`src/rtl/fb_pkg.sv`:
```
// Shared types for the frame-buffer writer: FSM encoding, pixel byte shift, error counter width.
// No logic; latency and backpressure live in the modules that import this.
package fb_pkg;
    typedef enum logic [2:0] {
        ST_IDLE  = 3'd0,
        ST_POP   = 3'd1,
        ST_LATCH = 3'd2,
        ST_REQ   = 3'd3,
        ST_WAIT  = 3'd4,
        ST_NEXT  = 3'd5
    } state_t;

    localparam int PIX_SHIFT = 2;
    localparam int ERR_W     = 8;
    localparam logic [ERR_W-1:0] ERR_MAX = '1;
endpackage

```
`src/rtl/fb_raster_addr.sv`:
```
// Raster x/y tracker and registered pixel byte address; addr updates one cycle after advance/load.
// No backpressure: the writer pulses advance once per completed pixel. FB_DOUBLE_BUF_EN adds buffer ping-pong.
module fb_raster_addr
    import fb_pkg::*;
#(
    parameter int          H_RES     = 640,
    parameter int          V_RES     = 480,
    parameter int          FB_STRIDE = 640,
    parameter logic [31:0] FB_BASE   = 32'h0000_0000,
    parameter logic [31:0] FB_BASE1  = 32'h0012_C000
) (
    input  logic        PLB_clk,
    input  logic        reset_n,
    input  logic        advance,
    input  logic        clear,
    input  logic        load,
    output logic [31:0] addr,
    output logic        last_pixel
`ifdef FB_DOUBLE_BUF_EN
    ,
    output logic        front_buf
`endif
);
    localparam int XW = (H_RES > 1) ? $clog2(H_RES) : 1;
    localparam int YW = (V_RES > 1) ? $clog2(V_RES) : 1;
    localparam logic [31:0] STRIDE = 32'(FB_STRIDE);

    logic [XW-1:0] x_q, x_d;
    logic [YW-1:0] y_q, y_d;
    logic [31:0]   addr_q, addr_d;
    logic          buf_d;

    assign last_pixel = (x_q == XW'(H_RES - 1)) && (y_q == YW'(V_RES - 1));
    assign addr       = addr_q;

    always_comb begin
        x_d    = x_q;
        y_d    = y_q;
        addr_d = addr_q;
        if (clear) begin
            x_d = '0;
            y_d = '0;
        end else if (advance) begin
            if (x_q == XW'(H_RES - 1)) begin
                x_d = '0;
                y_d = (y_q == YW'(V_RES - 1)) ? '0 : y_q + YW'(1);
            end else begin
                x_d = x_q + XW'(1);
            end
        end
        // Address follows the next position so it is ready when the request goes out.
        if (advance || load || clear) begin
            addr_d = (buf_d ? FB_BASE1 : FB_BASE) + ((32'(y_d) * STRIDE + 32'(x_d)) << PIX_SHIFT);
        end
    end

    always_ff @(posedge PLB_clk or negedge reset_n) begin
        if (!reset_n) begin
            x_q    <= '0;
            y_q    <= '0;
            addr_q <= '0;
        end else begin
            x_q    <= x_d;
            y_q    <= y_d;
            addr_q <= addr_d;
        end
    end

`ifdef FB_DOUBLE_BUF_EN
    logic buf_q, front_q, front_d, frame_wrap;

    assign frame_wrap = advance && !clear && last_pixel;
    assign buf_d      = frame_wrap ? ~buf_q : buf_q;
    assign front_d    = frame_wrap ? buf_q : front_q;
    assign front_buf  = front_q;

    always_ff @(posedge PLB_clk or negedge reset_n) begin
        if (!reset_n) begin
            buf_q   <= 1'b0;
            front_q <= 1'b0;
        end else begin
            buf_q   <= buf_d;
            front_q <= front_d;
        end
    end
`else
    assign buf_d = 1'b0;
`endif
endmodule

```
`src/rtl/fb_burst_writer.sv`:
```
// Pops packed pixel words and issues one single-beat PLB write per pixel; 2 cycles/pixel + 2/word minimum.
// Stalls in REQ until CmdAck and in WAIT until Cmplt; FB_DOUBLE_BUF_EN alternates FB_BASE/FB_BASE1 per frame.
module fb_burst_writer
    import fb_pkg::*;
#(
    parameter int          PIX_W        = 32,
    parameter int          PIX_PER_WORD = 3,
    parameter int          H_RES        = 640,
    parameter int          V_RES        = 480,
    parameter int          FB_STRIDE    = 640,
    parameter logic [31:0] FB_BASE      = 32'h0000_0000,
    parameter logic [31:0] FB_BASE1     = 32'h0012_C000
) (
    input  logic                          PLB_clk,
    input  logic                          reset_n,
    input  logic                          enable,
    input  logic [PIX_W*PIX_PER_WORD-1:0] fifo_data,
    input  logic                          fifo_empty,
    output logic                          fifo_rd_en,
    output logic                          IP2Bus_MstWr_Req,
    output logic [31:0]                   IP2Bus_Mst_Addr,
    output logic [31:0]                   IP2Bus_MstWr_d,
    input  logic                          Bus2IP_Mst_CmdAck,
    input  logic                          Bus2IP_Mst_Cmplt,
    input  logic                          Bus2IP_Mst_Error,
    output logic                          frame_done,
    output logic                          busy,
    output logic [7:0]                    err_count
`ifdef FB_DOUBLE_BUF_EN
    ,
    output logic                          front_buf
`endif
);
    localparam int WORD_W = PIX_W * PIX_PER_WORD;
    localparam int IDX_W  = (PIX_PER_WORD > 1) ? $clog2(PIX_PER_WORD) : 1;
    localparam logic [IDX_W-1:0] LAST_IDX = IDX_W'(PIX_PER_WORD - 1);

    state_t             state_q, state_d;
    logic               rd_en_q, rd_en_d;
    logic               req_q, req_d;
    logic               busy_q, busy_d;
    logic               done_q, done_d;
    logic [31:0]        dat_q, dat_d;
    logic [WORD_W-1:0]  word_q, word_d;
    logic [IDX_W-1:0]   idx_q, idx_d;
    logic [ERR_W-1:0]   err_q, err_d;
    logic               cmplt_ok;
    logic               last_pixel;

    // Pixel 0 sits in the MSBs; narrower pixels are zero-extended onto the 32-bit bus.
    function automatic logic [31:0] pick_pix(input logic [WORD_W-1:0] w, input logic [IDX_W-1:0] i);
        logic [31:0] p;
        p = '0;
        p[PIX_W-1:0] = w[(PIX_PER_WORD - 1 - int'(i)) * PIX_W +: PIX_W];
        return p;
    endfunction

    assign cmplt_ok = ((state_q == ST_REQ) && Bus2IP_Mst_CmdAck && Bus2IP_Mst_Cmplt) ||
                      ((state_q == ST_WAIT) && Bus2IP_Mst_Cmplt);

    always_comb begin
        state_d = state_q;
        word_d  = word_q;
        dat_d   = dat_q;
        idx_d   = idx_q;
        err_d   = err_q;
        case (state_q)
            ST_IDLE:  if (enable && !fifo_empty) state_d = ST_POP;
            ST_POP:   state_d = ST_LATCH;
            ST_LATCH: begin
                word_d  = fifo_data;
                dat_d   = pick_pix(fifo_data, '0);
                idx_d   = '0;
                state_d = ST_REQ;
            end
            ST_REQ:   if (Bus2IP_Mst_CmdAck) state_d = Bus2IP_Mst_Cmplt ? ST_NEXT : ST_WAIT;
            ST_WAIT:  if (Bus2IP_Mst_Cmplt) state_d = ST_NEXT;
            ST_NEXT: begin
                if (idx_q < LAST_IDX) begin
                    idx_d   = idx_q + IDX_W'(1);
                    dat_d   = pick_pix(word_q, idx_q + IDX_W'(1));
                    state_d = ST_REQ;
                end else begin
                    idx_d   = '0;
                    state_d = (enable && !fifo_empty) ? ST_POP : ST_IDLE;
                end
            end
            default:  state_d = ST_IDLE;
        endcase
        // An errored write still counts as done; only the counter records it.
        if (cmplt_ok && Bus2IP_Mst_Error && (err_q != ERR_MAX)) begin
            err_d = err_q + ERR_W'(1);
        end
        rd_en_d = (state_d == ST_POP);
        req_d   = (state_d == ST_REQ);
        busy_d  = (state_d != ST_IDLE);
        done_d  = (state_d == ST_NEXT) && last_pixel;
    end

    always_ff @(posedge PLB_clk or negedge reset_n) begin
        if (!reset_n) begin
            state_q <= ST_IDLE;
            rd_en_q <= 1'b0;
            req_q   <= 1'b0;
            busy_q  <= 1'b0;
            done_q  <= 1'b0;
            dat_q   <= '0;
            word_q  <= '0;
            idx_q   <= '0;
            err_q   <= '0;
        end else begin
            state_q <= state_d;
            rd_en_q <= rd_en_d;
            req_q   <= req_d;
            busy_q  <= busy_d;
            done_q  <= done_d;
            dat_q   <= dat_d;
            word_q  <= word_d;
            idx_q   <= idx_d;
            err_q   <= err_d;
        end
    end

    fb_raster_addr #(
        .H_RES     (H_RES),
        .V_RES     (V_RES),
        .FB_STRIDE (FB_STRIDE),
        .FB_BASE   (FB_BASE),
        .FB_BASE1  (FB_BASE1)
    ) u_raster (
        .PLB_clk    (PLB_clk),
        .reset_n    (reset_n),
        .advance    (state_q == ST_NEXT),
        .clear      (1'b0),
        .load       (state_q == ST_LATCH),
        .addr       (IP2Bus_Mst_Addr),
        .last_pixel (last_pixel)
`ifdef FB_DOUBLE_BUF_EN
        ,
        .front_buf  (front_buf)
`endif
    );

    assign fifo_rd_en       = rd_en_q;
    assign IP2Bus_MstWr_Req = req_q;
    assign IP2Bus_MstWr_d   = dat_q;
    assign frame_done       = done_q;
    assign busy             = busy_q;
    assign err_count        = err_q;
endmodule

```
`config.mk`:
```
export PLATFORM = sky130hd
export DESIGN_NAME = fb_burst_writer
export DESIGN_NICKNAME = d
export VERILOG_FILES = /design/src/rtl/fb_pkg.sv /design/src/rtl/fb_raster_addr.sv /design/src/rtl/fb_burst_writer.sv
export SDC_FILE = /design/constraint.sdc
export NUM_CORES = 1
export LEC_CHECK = 0
export BUFFER_PORTS_ARGS = -buffer_cell sky130_fd_sc_hd__clkbuf_2
export CORE_MARGIN = 8
export CORE_UTILIZATION = 50
export DETAILED_ROUTE_END_ITERATION = 8
export PLACE_DENSITY = 0.87
export SLEW_MARGIN = 20
export SYNTH_ARGS = -nofsm -noshare
export SYNTH_HDL_FRONTEND = slang
export SYNTH_SLANG_ARGS = --single-unit
```
`constraint.sdc`:
```
create_clock -name PLB_clk -period 4.1 [get_ports PLB_clk]
set_input_delay 0.82 -clock PLB_clk [delete_from_list [all_inputs] [get_ports PLB_clk]]
set_output_delay 0.82 -clock PLB_clk [all_outputs]
set_load 0.05 [all_outputs]
```
# Word-level counts from Yosys, hierarchy flattened
# Index checks and enable logic that the tools add are counted.
[totals]
regBits = 194
in_bits = 103
output_inout_bits = 76
[op_classes]
n_addsub = 6
mul = 1
order_cmp = 1
eq_ne = 12
shifts = 1
n_mux = 16
n_reduce_logical = 15
[op_table]
columns = ["cell", "count"]
rows = [
  ["96-bit by 8-bit variable part select with 32-bit output", 1],
  ["32-bit case mux with 2 select lines", 1],
  ["32-bit 2-to-1 mux", 1],
  ["9-bit 2-to-1 mux", 3],
  ["19-bit by 10-bit adder with 20-bit output", 1],
  ["10-bit 2-to-1 mux", 2],
  ["3-bit case mux with 6 select lines", 1],
  ["9-bit by 3-bit multiplier with 12-bit output, second input constant", 1],
  ["10-bit by 1-bit adder with 10-bit output, second input constant", 1],
  ["10-bit == test, second input constant", 1],
  ["9-bit by 1-bit adder with 9-bit output, second input constant", 1],
  ["3-bit by 2-bit == test with 1-bit output, second input constant", 3],
  ["3-bit == test, second input constant", 3],
  ["9-bit == test, second input constant", 1],
  ["3-bit 2-to-1 mux", 3],
  ["8-bit by 1-bit adder with 8-bit output, second input constant", 1],
  ["1-bit logical AND", 8],
  ["8-bit inequality test, second input constant", 1],
  ["3-bit by 1-bit == test with 1-bit output, second input constant", 2],
  ["2-bit 2-to-1 mux", 2],
  ["2-bit case mux with 2 select lines", 1],
  ["3-bit logical NOT", 1],
  ["3-bit nonzero test", 1],
  ["2-bit by 2-bit subtractor with 3-bit output, first input constant", 1],
  ["other kinds (8)", 10],
]

# Longest topological paths before layout
[logic_depth]
depth_word = 7
mapped_depth = 17
mapped_depth_nobuf = 16

# Hierarchy
# Synthesis repeated with hierarchy kept, for this count alone.
[hier_totals]
cells_unflattened = 800
hier_area_um2 = 9011.1
[modules_own_cells]
columns = ["mod", "instances", "cells_per_inst", "area_each_um2", "seq_area_each_um2"]
rows = [
  ["fb_burst_writer", 1, 545, 6540.0, 3628.5],
  ["fb_raster_addr", 1, 255, 2471.1, 975.9],
]

# Worst setup path before layout
# Ideal clock, no wire load.
[synth_path]
path_type = "register -> register"
start = "reg u_raster.y_q[0]"
end = "reg u_raster.addr_q[19] (netlist: u_raster.addr[19])"
setup_time_ns = 0.131
t_arrival_ns = 3.623
t_required_ns = 3.969
path_slack_ns = 0.347
path_stages_with_launch = 16
path_buffers = 0
synth_period_minus_slack_ns = 3.753
path_cell_list = "dfrtp_1 -> ha_1 -> nand2_1 -> nor4b_1 -> nand2b_1 -> o21ai_1 -> ha_1 -> ha_1 -> fa_1 -> a211oi_2 -> o21bai_1 -> a21oi_2 -> xnor2_1 -> nor4_2 -> xnor2_1 -> o21ai_1"
[synth_via]
elab_chain_len = 6
[synth_rtl]
columns = ["item", "line_no", "text"]
rows = [
  ["start: declaration", "fb_raster_addr.sv:29", "logic [YW-1:0] y_q, y_d;"],
  ["start signal: assignment", "fb_raster_addr.sv:64", "y_q <= y_d;"],
  ["9-bit by 1-bit adder with 9-bit output / 9-bit == test (equally long branches)", "fb_raster_addr.sv:46", "y_d = (y_q == YW'(V_RES - 1)) ? '0 : y_q + YW'(1);"],
  ["9-bit 2-to-1 mux *", "fb_raster_addr.sv:46", ""],
  ["9-bit 2-to-1 mux *", "fb_raster_addr.sv:44", "if (x_q == XW'(H_RES - 1)) begin"],
  ["9-bit 2-to-1 mux *", "fb_raster_addr.sv:43", "end else if (advance) begin"],
  ["via u_raster.y_d[3]", "fb_raster_addr.sv:29", ""],
  ["9-bit by 3-bit multiplier with 12-bit output *", "fb_raster_addr.sv:53", "addr_d = (buf_d ? FB_BASE1 : FB_BASE) + ((32'(y_d) * STRIDE + 32'(x_d)) << PIX_SHIFT);"],
  ["19-bit by 10-bit adder with 20-bit output *", "fb_raster_addr.sv:53", ""],
  ["end signal: assignment", "fb_raster_addr.sv:65", "addr_q <= addr_d;"],
  ["end: declaration", "fb_raster_addr.sv:30", "logic [31:0] addr_q, addr_d;"],
]
# Mark *: on every way through the listed nets, which the timed path passes. The rest lies on a longest branch.
# A chain may end at the register's enable or synchronous reset.

# Worst setup path in the final report
[layout_path]
start = "reg u_raster.x_q[1]"
end = "reg u_raster.addr_q[19] (netlist: u_raster.addr[19])"
[layout_via]
elab_chain_len = 5
[layout_rtl]
columns = ["item", "line_no", "text"]
rows = [
  ["start: declaration", "fb_raster_addr.sv:28", "logic [XW-1:0] x_q, x_d;"],
  ["start signal: assignment", "fb_raster_addr.sv:59", "x_q <= '0;"],
  ["start signal: assignment", "fb_raster_addr.sv:63", "x_q <= x_d;"],
  ["10-bit == test", "fb_raster_addr.sv:44", ""],
  ["9-bit 2-to-1 mux", "fb_raster_addr.sv:44", ""],
  ["9-bit 2-to-1 mux", "fb_raster_addr.sv:43", ""],
  ["via u_raster.y_d[1]", "fb_raster_addr.sv:29", ""],
  ["9-bit by 3-bit multiplier with 12-bit output", "fb_raster_addr.sv:53", ""],
  ["19-bit by 10-bit adder with 20-bit output", "fb_raster_addr.sv:53", ""],
]
# The timed path passes the listed nets, and every way through them passes these cells.

==> flow_summary.json <==
{
  "outcome": "completed",
  "die_w_um": 147,
  "drive_gt1_share_pct": 36.2,
  "grt_antenna_before_repair": 0,
  "netlist_instances": 764,
  "cp_data_arrival_time_ns": 4.25,
  "gp_congestion": 0.806,
  "numCtsBuffers": 17,
  "synthDistinctLibCells": 48,
  "overflow": 0,
  "whs_ns": 0.462,
  "clk_pin_slew_ns": 0.07,
  "fin_crit_ns": 3.94,
  "multi_input_area_sq_um": 3830,
  "ys_top_cells_by_area": "dfrtp_1, mux2_2, nand2_1, o21ai_0, ha_1",
  "vias": 6420,
  "rows": 48,
  "fmax_mhz": 254,
  "initial_utilization_pct": 50.5,
  "cts_tree": "yes",
  "die_y_um": 147,
  "cp.required_ns": 4.42,
  "avgRoutedWirePerCell_um": 18.1,
  "io_pins": 179,
  "grt_pass1_wl_um": 34000,
  "worst-slew-pin-transition_ns": 0.938,
  "drt_iter0_drc": 379,
  "die-area_sq_um": 21700,
  "dr.pass1.iters": 5,
  "seq_area_sq_um": 4610,
  "dp_cells": 1128,
  "syn_avg_cell_area_sq_um": 11.3,
  "htree_levels": 4,
  "synth_top_area_cell": "dfrtp_1",
  "areaGrowthSynthToFinish_pct": 19.8,
  "criticalPathCategory": "register to register",
  "fin_crit_sh_pct": 96.0,
  "worst-path-max-fanout": 5,
  "dp_hpwl_um": 14400,
  "yosysTopAreaCellShare_pct": 53.4,
  "port_buffers": 166,
  "ys_ff_latch": 184,
  "finalNetCount": 1053,
  "grt_usage_pct": 19.4,
  "avgViaCountPerCell": 5.52,
  "drt_wl_total_um": 21000,
  "relSlewSlack_pct": 37.4,
  "n_fill_cell": 1378,
  "layout_commonest_cell": "dfrtp_1",
  "ant_nets": 0,
  "grt_max_degree": 104,
  "cap_viol_max_count": 0,
  "tns_ns": 0,
  "critical_path.endpoint_type": "register",
  "syn_area_sq_um": 8620,
  "powerDensity_nw_per_um2": 751,
  "remaining_drc_errors": 0,
  "clock_skew_ns": 0.0104,
  "yosys_warnings": 0,
  "cts_root_buffer": "clkbuf_16",
  "cp-start-kind": "register",
  "first_global_vias": 6765,
  "antenna_cells": 0,
  "coreArea_sq_um": 17100,
  "final_cell_mix": "dfrtp_1, clkbuf_2, mux2_2",
  "hold_viol_final": 0,
  "setup_viol_count_final": 0,
  "insertion_delay_ns": 0.43,
  "ctsLongestPathBuffers": 2,
  "hold_buffers": 0,
  "clkSinkCount": 184,
  "hp-class": "primary input to async pin",
  "ir_worst_vdd_mv": 0.377,
  "p_leak_uw": 0.00481,
  "stdcell_count": 1163,
  "ys_seq_area_share_pct": 53.4,
  "maxSlewViolCount": 0
}
==> cells by family (layout without fill, tap and decap cells) <==
logic type               after synthesis  count (layout)  share of synthesized area, %
AO/OA/AOI/OAI                        175             175                          12.9
multiplexers                         102             102                          13.3
adder cells (fa/ha/maj)               25              25                          3.80
AND/OR/NAND/NOR                      182             182                          9.72
XOR/XNOR                              32              32                          3.25
buffers and inverters                 63             226                          3.49
flip-flops                           184             184                          53.4
other                                  1              12                        0.0435
==> path summary, 6_finish.rpt <==
| path | startpoint | end | slack (ns) | depth (start not counted) |
|---|---|---|---|---|
| worst max-delay path | u_raster.x_q[1] | u_raster.addr[19] | 0.16 | 15 |
| worst max register to register | u_raster.x_q[1] | u_raster.addr[19] | 0.16 | 15 |
| min in group PLB_clk | IP2Bus_MstWr_d[4] | IP2Bus_MstWr_d[4] | 0.48 | 2 |
| worst min-delay path | reset_n | u_raster.addr[20] | 0.46 | 1 |
| worst min register to register | IP2Bus_MstWr_d[4] | IP2Bus_MstWr_d[4] | 0.48 | 2 |
| max in group asynchronous | reset_n | word_q[74] | 2.83 | 2 |
==> critical path: stages, from the launching register on <==
cell and delay, ns:
dfrtp_1 0.42, ha_4 0.18, nand4bb_4 0.13, nor4_4 0.33
buf_4 0.20, mux2_2 0.38, ha_1 0.29, ha_1 0.22
fa_1 0.41, a211oi_2 0.23, nor2_1 0.09, xor2_1 0.25
nand2_1 0.14, nor4_2 0.33, xnor2_1 0.16, o21ai_1 0.07
==> synthesized netlist by cell type (all sizes together) <==
library cell,instances
a22oi,31
fa,2
inv,8
a21oi,12
ha,23
a211oi,3
mux2,102
o21ai,80
nor2b,3
o31ai,7
nand4bb,1
o21bai,2
and4,2
nand2b,4
nor2,31
and3,5
a21boi,1
and2,2
nand2,101
or2,1
or3,2
clkinv,1
nand3,11
xnor2,18
o211ai,32
nor4,2
xor2,14
buf,26
nor3b,1
conb,1
a21o,2
nor3,2
clkbuf,28
o22ai,1
nand4,11
nand3b,1
o2111a,1
a31oi,3
nor4b,2
dfrtp,184
==> registers in the layout (all words and copies together), names as in the netlist <==
name / cells
err_count: 8
u_raster.addr: 20
state_q: 3
u_raster.y_q: 9
word_q: 96
fifo_rd_en: 1
IP2Bus_MstWr_d: 32
busy: 1
u_raster.x_q: 10
idx_q: 2
IP2Bus_MstWr_Req: 1
frame_done: 1
==> final cells by class <==
class / count / area share [%]
Multi-Input combinational cell: 528 / 37.1
Sequential cell: 184 / 44.6
Tap cell: 225 / 2.73
Inverter: 9 / 0.327
Clock inverter: 13 / 1.38
Timing Repair Buffer: 185 / 9.67
Clock buffer: 19 / 4.19
==> power breakdown <==
part / internal (uW) / leakage (uW) / switching (uW) / total (uW)
Clock: 904 / 0.000267 / 716 / 1620
Sequential: 2570 / 0.00227 / 424 / 2990
Combinational: 1180 / 0.00226 / 1960 / 3140
==> metal layers <==
metal	GRT usage (%)	wire length (um)	vias up	part of all wire (%)
met5	0	0	-	0
met4	7.34	301	0	1.4
met3	5.32	1430	22	6.8
met2	32.8	10600	207	50
met1	23.1	8700	3174	41
li1	-	-	3017	-
==> stage by stage <==
step	cell area, sq um	util, %	power (uW)	worst slack, ns
2_1_floorplan	8660	-	5350	0.347
5_1_grt	10300	60.5	8190	-0.00371
6_report	10300	60.5	7750	0.163
3_5_place_dp	9670	56.7	6150	0.199
3_3_place_gp	9670	56.7	6010	0.352
4_1_cts	10200	60.1	7780	0.130
==> repair_timing <==
action | CTS | global route
endpoints found under the setup margin | 0 | 1
gates resized for setup | 0 | 8
buffers inserted | 0 | 2
No activity file was read; power rests on OpenSTA's default activity.
